**src/rtl/cart_pkg.sv**
```systemverilog
// Shared cartridge definitions: fetch FSM states, mapper-mode encodings and bus widths.
package cart_pkg;

  localparam int unsigned PRG_PAGE_W = 14;
  localparam int unsigned CPU_A_W    = 15;
  localparam int unsigned CHR_A_W    = 14;
  localparam int unsigned BYTE_W     = 8;

  // FIXED_HIGH encodings: which half of the CPU window is hard-wired
  localparam int unsigned MODE_MAPPER180 = 0;
  localparam int unsigned MODE_UXROM     = 1;

  typedef enum logic [1:0] {
    ST_HOLD  = 2'd0,
    ST_IDLE  = 2'd1,
    ST_FETCH = 2'd2
  } fetch_state_e;

endpackage

```
**src/rtl/prg_fetch_ctrl.sv**
```systemverilog
// PRG fetch sequencer: holds the console in reset until preload, then keeps a
// one-byte cache of the ROM byte at the current CPU address.
module prg_fetch_ctrl
  import cart_pkg::*;
#(
  parameter int unsigned ADDR_W = 21
) (
  input  logic              clk_sys,
  input  logic              rst,
  input  logic              i_init_done,
  input  logic [ADDR_W-1:0] i_addr,
  input  logic              i_mem_ready,
  input  logic [BYTE_W-1:0] i_mem_data,
  output logic [ADDR_W-1:0] o_mem_address,
  output logic              o_mem_req,
  output logic [BYTE_W-1:0] o_data_q,
  output logic              o_rst_out
);

  fetch_state_e      r_state, w_state_nxt;
  logic [ADDR_W-1:0] r_mem_address, w_mem_address_nxt;
  logic [ADDR_W-1:0] r_last_addr, w_last_addr_nxt;
  logic [BYTE_W-1:0] r_data_q, w_data_q_nxt;
  logic              r_mem_req, w_mem_req_nxt;
  logic              r_valid, w_valid_nxt;
  logic              r_rst_out, w_rst_out_nxt;

  always_ff @(posedge clk_sys) begin
    if (rst) begin
      r_state       <= ST_HOLD;
      r_mem_address <= '0;
      r_last_addr   <= '0;
      r_data_q      <= '0;
      r_mem_req     <= 1'b0;
      r_valid       <= 1'b0;
      r_rst_out     <= 1'b1;
    end else begin
      r_state       <= w_state_nxt;
      r_mem_address <= w_mem_address_nxt;
      r_last_addr   <= w_last_addr_nxt;
      r_data_q      <= w_data_q_nxt;
      r_mem_req     <= w_mem_req_nxt;
      r_valid       <= w_valid_nxt;
      r_rst_out     <= w_rst_out_nxt;
    end
  end

  // A launched fetch always runs to completion; a stale result is refetched from IDLE
  always_comb begin
    w_state_nxt       = r_state;
    w_mem_address_nxt = r_mem_address;
    w_last_addr_nxt   = r_last_addr;
    w_data_q_nxt      = r_data_q;
    w_mem_req_nxt     = r_mem_req;
    w_valid_nxt       = r_valid;
    w_rst_out_nxt     = r_rst_out;
    case (r_state)
      ST_HOLD: begin
        w_mem_req_nxt = 1'b0;
        w_rst_out_nxt = 1'b1;
        if (i_init_done) w_state_nxt = ST_IDLE;
      end
      ST_IDLE: begin
        if (!r_valid || (i_addr != r_last_addr)) begin
          w_mem_address_nxt = i_addr;
          w_mem_req_nxt     = 1'b1;
          w_state_nxt       = ST_FETCH;
        end
      end
      ST_FETCH: begin
        if (i_mem_ready) begin
          w_data_q_nxt    = i_mem_data;
          w_last_addr_nxt = r_mem_address;
          w_valid_nxt     = 1'b1;
          w_mem_req_nxt   = 1'b0;
          w_rst_out_nxt   = 1'b0;
          w_state_nxt     = ST_IDLE;
        end
      end
      default: begin
        w_mem_req_nxt = 1'b0;
        w_state_nxt   = ST_HOLD;
      end
    endcase
  end

  assign o_mem_address = r_mem_address;
  assign o_mem_req     = r_mem_req;
  assign o_data_q      = r_data_q;
  assign o_rst_out     = r_rst_out;

endmodule

```
**src/rtl/cart_uxrom_gen.sv**
```systemverilog
// UxROM / mapper-180 cartridge: PRG bank register, bank decode, CHR-RAM and
// CIRAM control, with ROM bytes fetched from an external memory.
module cart_uxrom_gen
  import cart_pkg::*;
#(
  parameter int unsigned PRG_BANK_BITS = 3,
  parameter int unsigned FIXED_HIGH    = 1,
  parameter int unsigned BUS_CONFLICT  = 0,
  parameter int unsigned MIRROR_V      = 1,
  parameter int unsigned ADDR_W        = 21
) (
  input  logic               clk_sys,
  input  logic               rst,
  input  logic               prg_nce_in,
  input  logic [CPU_A_W-1:0] prg_a_in,
  input  logic               prg_r_nw_in,
  input  logic [BYTE_W-1:0]  prg_d_in,
  output logic [BYTE_W-1:0]  prg_d_out,
  input  logic [CHR_A_W-1:0] chr_a_in,
  input  logic               chr_r_nw_in,
  output logic               ciram_nce_out,
  output logic               ciram_a10_out,
  output logic               chrram_we,
  output logic [ADDR_W-1:0]  mem_address,
  output logic               mem_req,
  input  logic               mem_ready,
  input  logic [BYTE_W-1:0]  mem_data,
  input  logic               init_done,
  output logic               rst_out
);

  if (ADDR_W < PRG_BANK_BITS + PRG_PAGE_W) begin : g_bad_addr_w
    $error("cart_uxrom_gen: ADDR_W must be at least PRG_BANK_BITS+14");
  end

  logic [PRG_BANK_BITS-1:0] r_bank;
  logic                     r_strobe_q;
  logic                     w_strobe;
  logic                     w_bank_we;
  logic [PRG_BANK_BITS-1:0] w_bank_wdata;
  logic [PRG_BANK_BITS-1:0] w_bank;
  logic [ADDR_W-1:0]        w_addr;
  logic [BYTE_W-1:0]        w_data_q;
  logic                     w_unused;

  // One register write per CPU write strobe, taken on its leading edge
  assign w_strobe  = ~prg_nce_in & ~prg_r_nw_in;
  assign w_bank_we = w_strobe & ~r_strobe_q;

  // With bus conflicts the ROM drives the bus too, so the ROM byte masks the data
  assign w_bank_wdata = (BUS_CONFLICT != 0)
                      ? (prg_d_in[PRG_BANK_BITS-1:0] & w_data_q[PRG_BANK_BITS-1:0])
                      : prg_d_in[PRG_BANK_BITS-1:0];

  always_ff @(posedge clk_sys) begin
    if (rst) begin
      r_bank     <= '0;
      r_strobe_q <= 1'b0;
    end else begin
      r_strobe_q <= w_strobe;
      if (w_bank_we) r_bank <= w_bank_wdata;
    end
  end

  always_comb begin
    w_bank = r_bank;
    if (FIXED_HIGH == MODE_UXROM) begin
      if (prg_a_in[PRG_PAGE_W]) w_bank = {PRG_BANK_BITS{1'b1}};
    end else begin
      w_bank = prg_a_in[PRG_PAGE_W] ? r_bank : '0;
    end
  end

  assign w_addr = ADDR_W'({w_bank, prg_a_in[PRG_PAGE_W-1:0]});

  prg_fetch_ctrl #(
    .ADDR_W (ADDR_W)
  ) u_fetch (
    .clk_sys       (clk_sys),
    .rst           (rst),
    .i_init_done   (init_done),
    .i_addr        (w_addr),
    .i_mem_ready   (mem_ready),
    .i_mem_data    (mem_data),
    .o_mem_address (mem_address),
    .o_mem_req     (mem_req),
    .o_data_q      (w_data_q),
    .o_rst_out     (rst_out)
  );

  assign prg_d_out = prg_nce_in ? '0 : w_data_q;

  assign ciram_nce_out = ~chr_a_in[13];
  assign ciram_a10_out = (MIRROR_V != 0) ? chr_a_in[10] : chr_a_in[11];
  assign chrram_we     = ~chr_a_in[13] & ~chr_r_nw_in;

  assign w_unused = &{1'b0, prg_d_in, chr_a_in};

endmodule

```
**config.mk**
```make
export PLATFORM = sky130hd
export DESIGN_NAME = cart_uxrom_gen
export DESIGN_NICKNAME = d
export VERILOG_FILES = /design/src/rtl/cart_pkg.sv /design/src/rtl/prg_fetch_ctrl.sv /design/src/rtl/cart_uxrom_gen.sv
export SDC_FILE = /design/constraint.sdc
export NUM_CORES = 1
export LEC_CHECK = 0
export ABC_AREA = 1
export CORE_MARGIN = 3
export CORE_UTILIZATION = 25
export CTS_BUF_LIST = sky130_fd_sc_hd__clkbuf_4
export CTS_CLUSTER_SIZE = 16
export DETAILED_ROUTE_END_ITERATION = 7
export SYNTH_ARGS = -nofsm -noshare
export SYNTH_HDL_FRONTEND = slang
export SYNTH_HIERARCHICAL = 1
export SYNTH_SLANG_ARGS = --single-unit
```
**constraint.sdc**
```tcl
create_clock -name clk_sys -period 1.5 [get_ports clk_sys]
set_input_delay 0.3 -clock clk_sys [delete_from_list [all_inputs] [get_ports clk_sys]]
set_output_delay 0.3 -clock clk_sys [all_outputs]
set_load 0.02 [all_outputs]
```
==> flow_summary_export.csv <==
group,metric,value,unit
global_route,grt_max_degree,44,
cts,h-tree-depth,3,
critical_path,startpoint_type,"flip-flop",
status,violations,"negative setup slack",
place,port_buffers,66,
place,hpwlAfterDp,4.73,mm
power_and_ir_drop,powerDensity,998,nW/um^2
cells_and_area,fin_nets,524,
synthesis,syn_area,2660,sq um
detailed_routing,viasPerCell,4.15,
sta,drv_slew,0,
critical_path,crit_required,1800,ps
synthesis,syn_avg_cell_area,6.96,sq um
critical_path,critPathKind,"flip-flop to flip-flop",
floorplanning,num_rows,37,
critical_path,ff2ff_setup_slack,-230,ps
sta,post-route-period-util,1.15,
worst_hold_path,min_to,"u_fetch/o_mem_address[16]",
sta,tns,-4640,ps
detailed_routing,drt_iter0_markers,89,
sta,skew,15.8,ps
status,status,"finished with violations",
cts,cts.sinks,59,
global_route,antenna_found_initial,0,
floorplanning,die_area,11900,sq um
sta,rsz0062_at_grt,"true",
cts,cts.reportedPaths.clkPinSlew,100,ps
power_and_ir_drop,power_leakage,0.00167,uW
floorplanning,die_y,109,um
worst_hold_path,min_path_type,"input pin to flip-flop",
critical_path,critPathMaxFanout,5,
sta,hold_viol_final,0,
detailed_routing,wl_per_cell,11.0,um
critical_path,reg2reg_depth,12,
worst_hold_path,worstHoldStart,"prg_a_in[14]",
critical_path,r2r_start,"r_bank[1]",
synthesis,synth_compound_area_frac,0.168,
cells_and_area,area_growth,43.2,%
sta,setup_viol,24,
place,dp_slack,-616,ps
floorplanning,core_area,10300,sq um
cells_and_area,num_antenna_cells,0,
synthesis,synth-xor-area-share,0.00329,
detailed_routing,vias,2537,
synthesis,synth_cell_types,22,
synthesis,yosysSeqAreaShare,0.444,
synthesis,yosys.area_share.simple,0.252,
global_route,grt_pass1_vias,2355,
place,gp_congestion,0.735,
synthesis,yosysWarnings,6,
cts,clk_path_buf_depth,2,
cts,cts_buffers,9,
place,placedCellCount,593,
cts,cts_tree,"built",
floorplanning,start_util,0.258,
detailed_routing,ant_nets,0,
synthesis,synth_fa_ha_area_frac,0,
detailed_routing,drt-pass1-iter-count,4,
power_and_ir_drop,max-vdd-ir-drop,375,uV
sta,period_needed,1730,ps
flow_run,max_cap_violations,0,
cells_and_area,drive_above_1_share,0.187,
cells_and_area,final_cell_mix,"inv_1, nand2_1, dfxtp_1, nor2_1, o21ai_0",
sta,fin_ws,-229,ps
cells_and_area,layout_commonest_cell,"inv_1",
global_route,gr-usage-all-layers,0.115,
global_route,grt-ovfl-total,0,
synthesis,ys_ff_latch,59,
critical_path,worstPathArrival,2030,ps
critical_path,reg2reg_to,"u_fetch/o_mem_address[13]",
cells_and_area,finalNonFillerCells,612,
synthesis,synth_cells,382,
synthesis,synth.area.mux_share,0,
floorplanning,ios,86,
cts,cts_root_buf,"clkbuf_4",
cells_and_area,fin_util,0.369,
detailed_routing,drc,0,
detailed_routing,wl,6.75,mm
floorplanning,die_w,109,um
worst_hold_path,hold_depth,4,
critical_path,end_kind,"flip-flop",
global_route,grt_pass1_wl,10.6,mm
synthesis,synth_top_family_by_area,"simple AND/OR/NAND/NOR gates",
cts,worstSkewPairLatency,390,ps
sta,fmax,578,MHz
[metal layers]
layer,wire length (um),share of wire,vias up,GRT usage
met3,435,0.064,6,0.0367
met2,3260,0.48,62,0.192
li1,-,-,1351,-
met4,38,0.0056,0,0.0406
met5,0,0,-,0
met1,3010,0.45,1118,0.137
[area by class of cell]
class                           instances  area, sq um
Clock inverter                          4         42.5
Multi-Input combinational cell        252         1260
Tap cell                              136          170
Fill cell                            1094         6520
Timing Repair Buffer                   85          815
Inverter                               65          251
Clock buffer                           11         82.6
Sequential cell                        59         1180
[power breakdown]
part	switching, uW	leakage, uW	internal, uW
registers	105	0.000483	1690
clock network	553	0.0000718	525
logic	490	0.00111	433
total	1150	0.00167	2650
[cell families after synthesis]
group	after synthesis
other	1
buffers and inverters	82
and+or+nand+nor	150
xor gates and xnor gates	1
AOI/OAI and AO/OA	89
DFF	59
[Yosys cell counts]
cell / n / share of area
buf_4: 1 / 0.0028
or2_2: 3 / 0.0071
nor2_2: 22 / 0.052
nand3_2: 1 / 0.0038
nand3_1: 6 / 0.011
inv_1: 62 / 0.088
dfxtp_1: 59 / 0.44
clkbuf_1: 10 / 0.014
nand2_1: 61 / 0.086
nor3_1: 2 / 0.0038
o21ai_0: 39 / 0.073
nor2_1: 51 / 0.072
xor2_1: 1 / 0.0033
o21ai_1: 15 / 0.028
buf_1: 1 / 0.0014
conb_1: 1 / 0.0014
a21oi_1: 35 / 0.066
nand2_4: 1 / 0.0042
buf_6: 5 / 0.021
inv_2: 3 / 0.0042
nor2_8: 1 / 0.0075
nand4_1: 2 / 0.0047
[worst max path at each step]
stage | from | end | slack (ps) | cells past startpoint
CTS | r_bank[1] | u_fetch/o_mem_address[13] | -190 | 12
global route | r_bank[1] | u_fetch/o_mem_address[19] | -340 | 12
global placement | prg_a_in[14] | u_fetch/o_mem_address[0] | -590 | 13
floorplan | r_bank[2] | u_fetch/o_mem_address[13] | 20 | 12
finish | r_bank[1] | u_fetch/o_mem_address[13] | -230 | 12
detailed placement | prg_a_in[14] | u_fetch/o_mem_address[13] | -620 | 13
[critical path, stage by stage, from the launching register on]
cell	delay, ps
dfxtp_2	340
or2_4	250
nand2_2	70
nand2_2	50
nor2_2	100
nand2_1	70
nor2_2	150
nand3_2	110
nand2_4	140
inv_8	70
clkbuf_16	160
nor2_2	80
nor2_1	50
[timing repair]
action                                  CTS  global route
endpoints found under the setup margin   56            39
pin swaps                                 2            15
cloned                                    0             2
hold buffers                              0             0
buffers inserted                          2             0
gates resized for setup                  47            52
[per-stage QoR]
| step | area [sq um] | hold slack (ps) | total power, uW |
|---|---|---|---|
| 2_1_floorplan | 2710 | 369 | 2300 |
| 3_3_place_gp | 3610 | 431 | 2700 |
| 3_5_place_dp | 3610 | 437 | 2710 |
| 4_1_cts | 3730 | 450 | 3760 |
| 5_1_grt | 3810 | 364 | 4040 |
| 6_report | 3810 | 359 | 3800 |
[registers in the layout (all words and copies together), names as in the netlist]
| register | count |
|---|---|
| u_fetch/o_mem_address | 21 |
| u_fetch/r_last_addr | 21 |
| u_fetch/o_mem_req | 1 |
| u_fetch/r_state | 2 |
| r_strobe_q | 1 |
| r_bank | 3 |
| u_fetch/o_data_q | 8 |
| u_fetch/o_rst_out | 1 |
| u_fetch/r_valid | 1 |
Power figures use the tool's default switching activity.
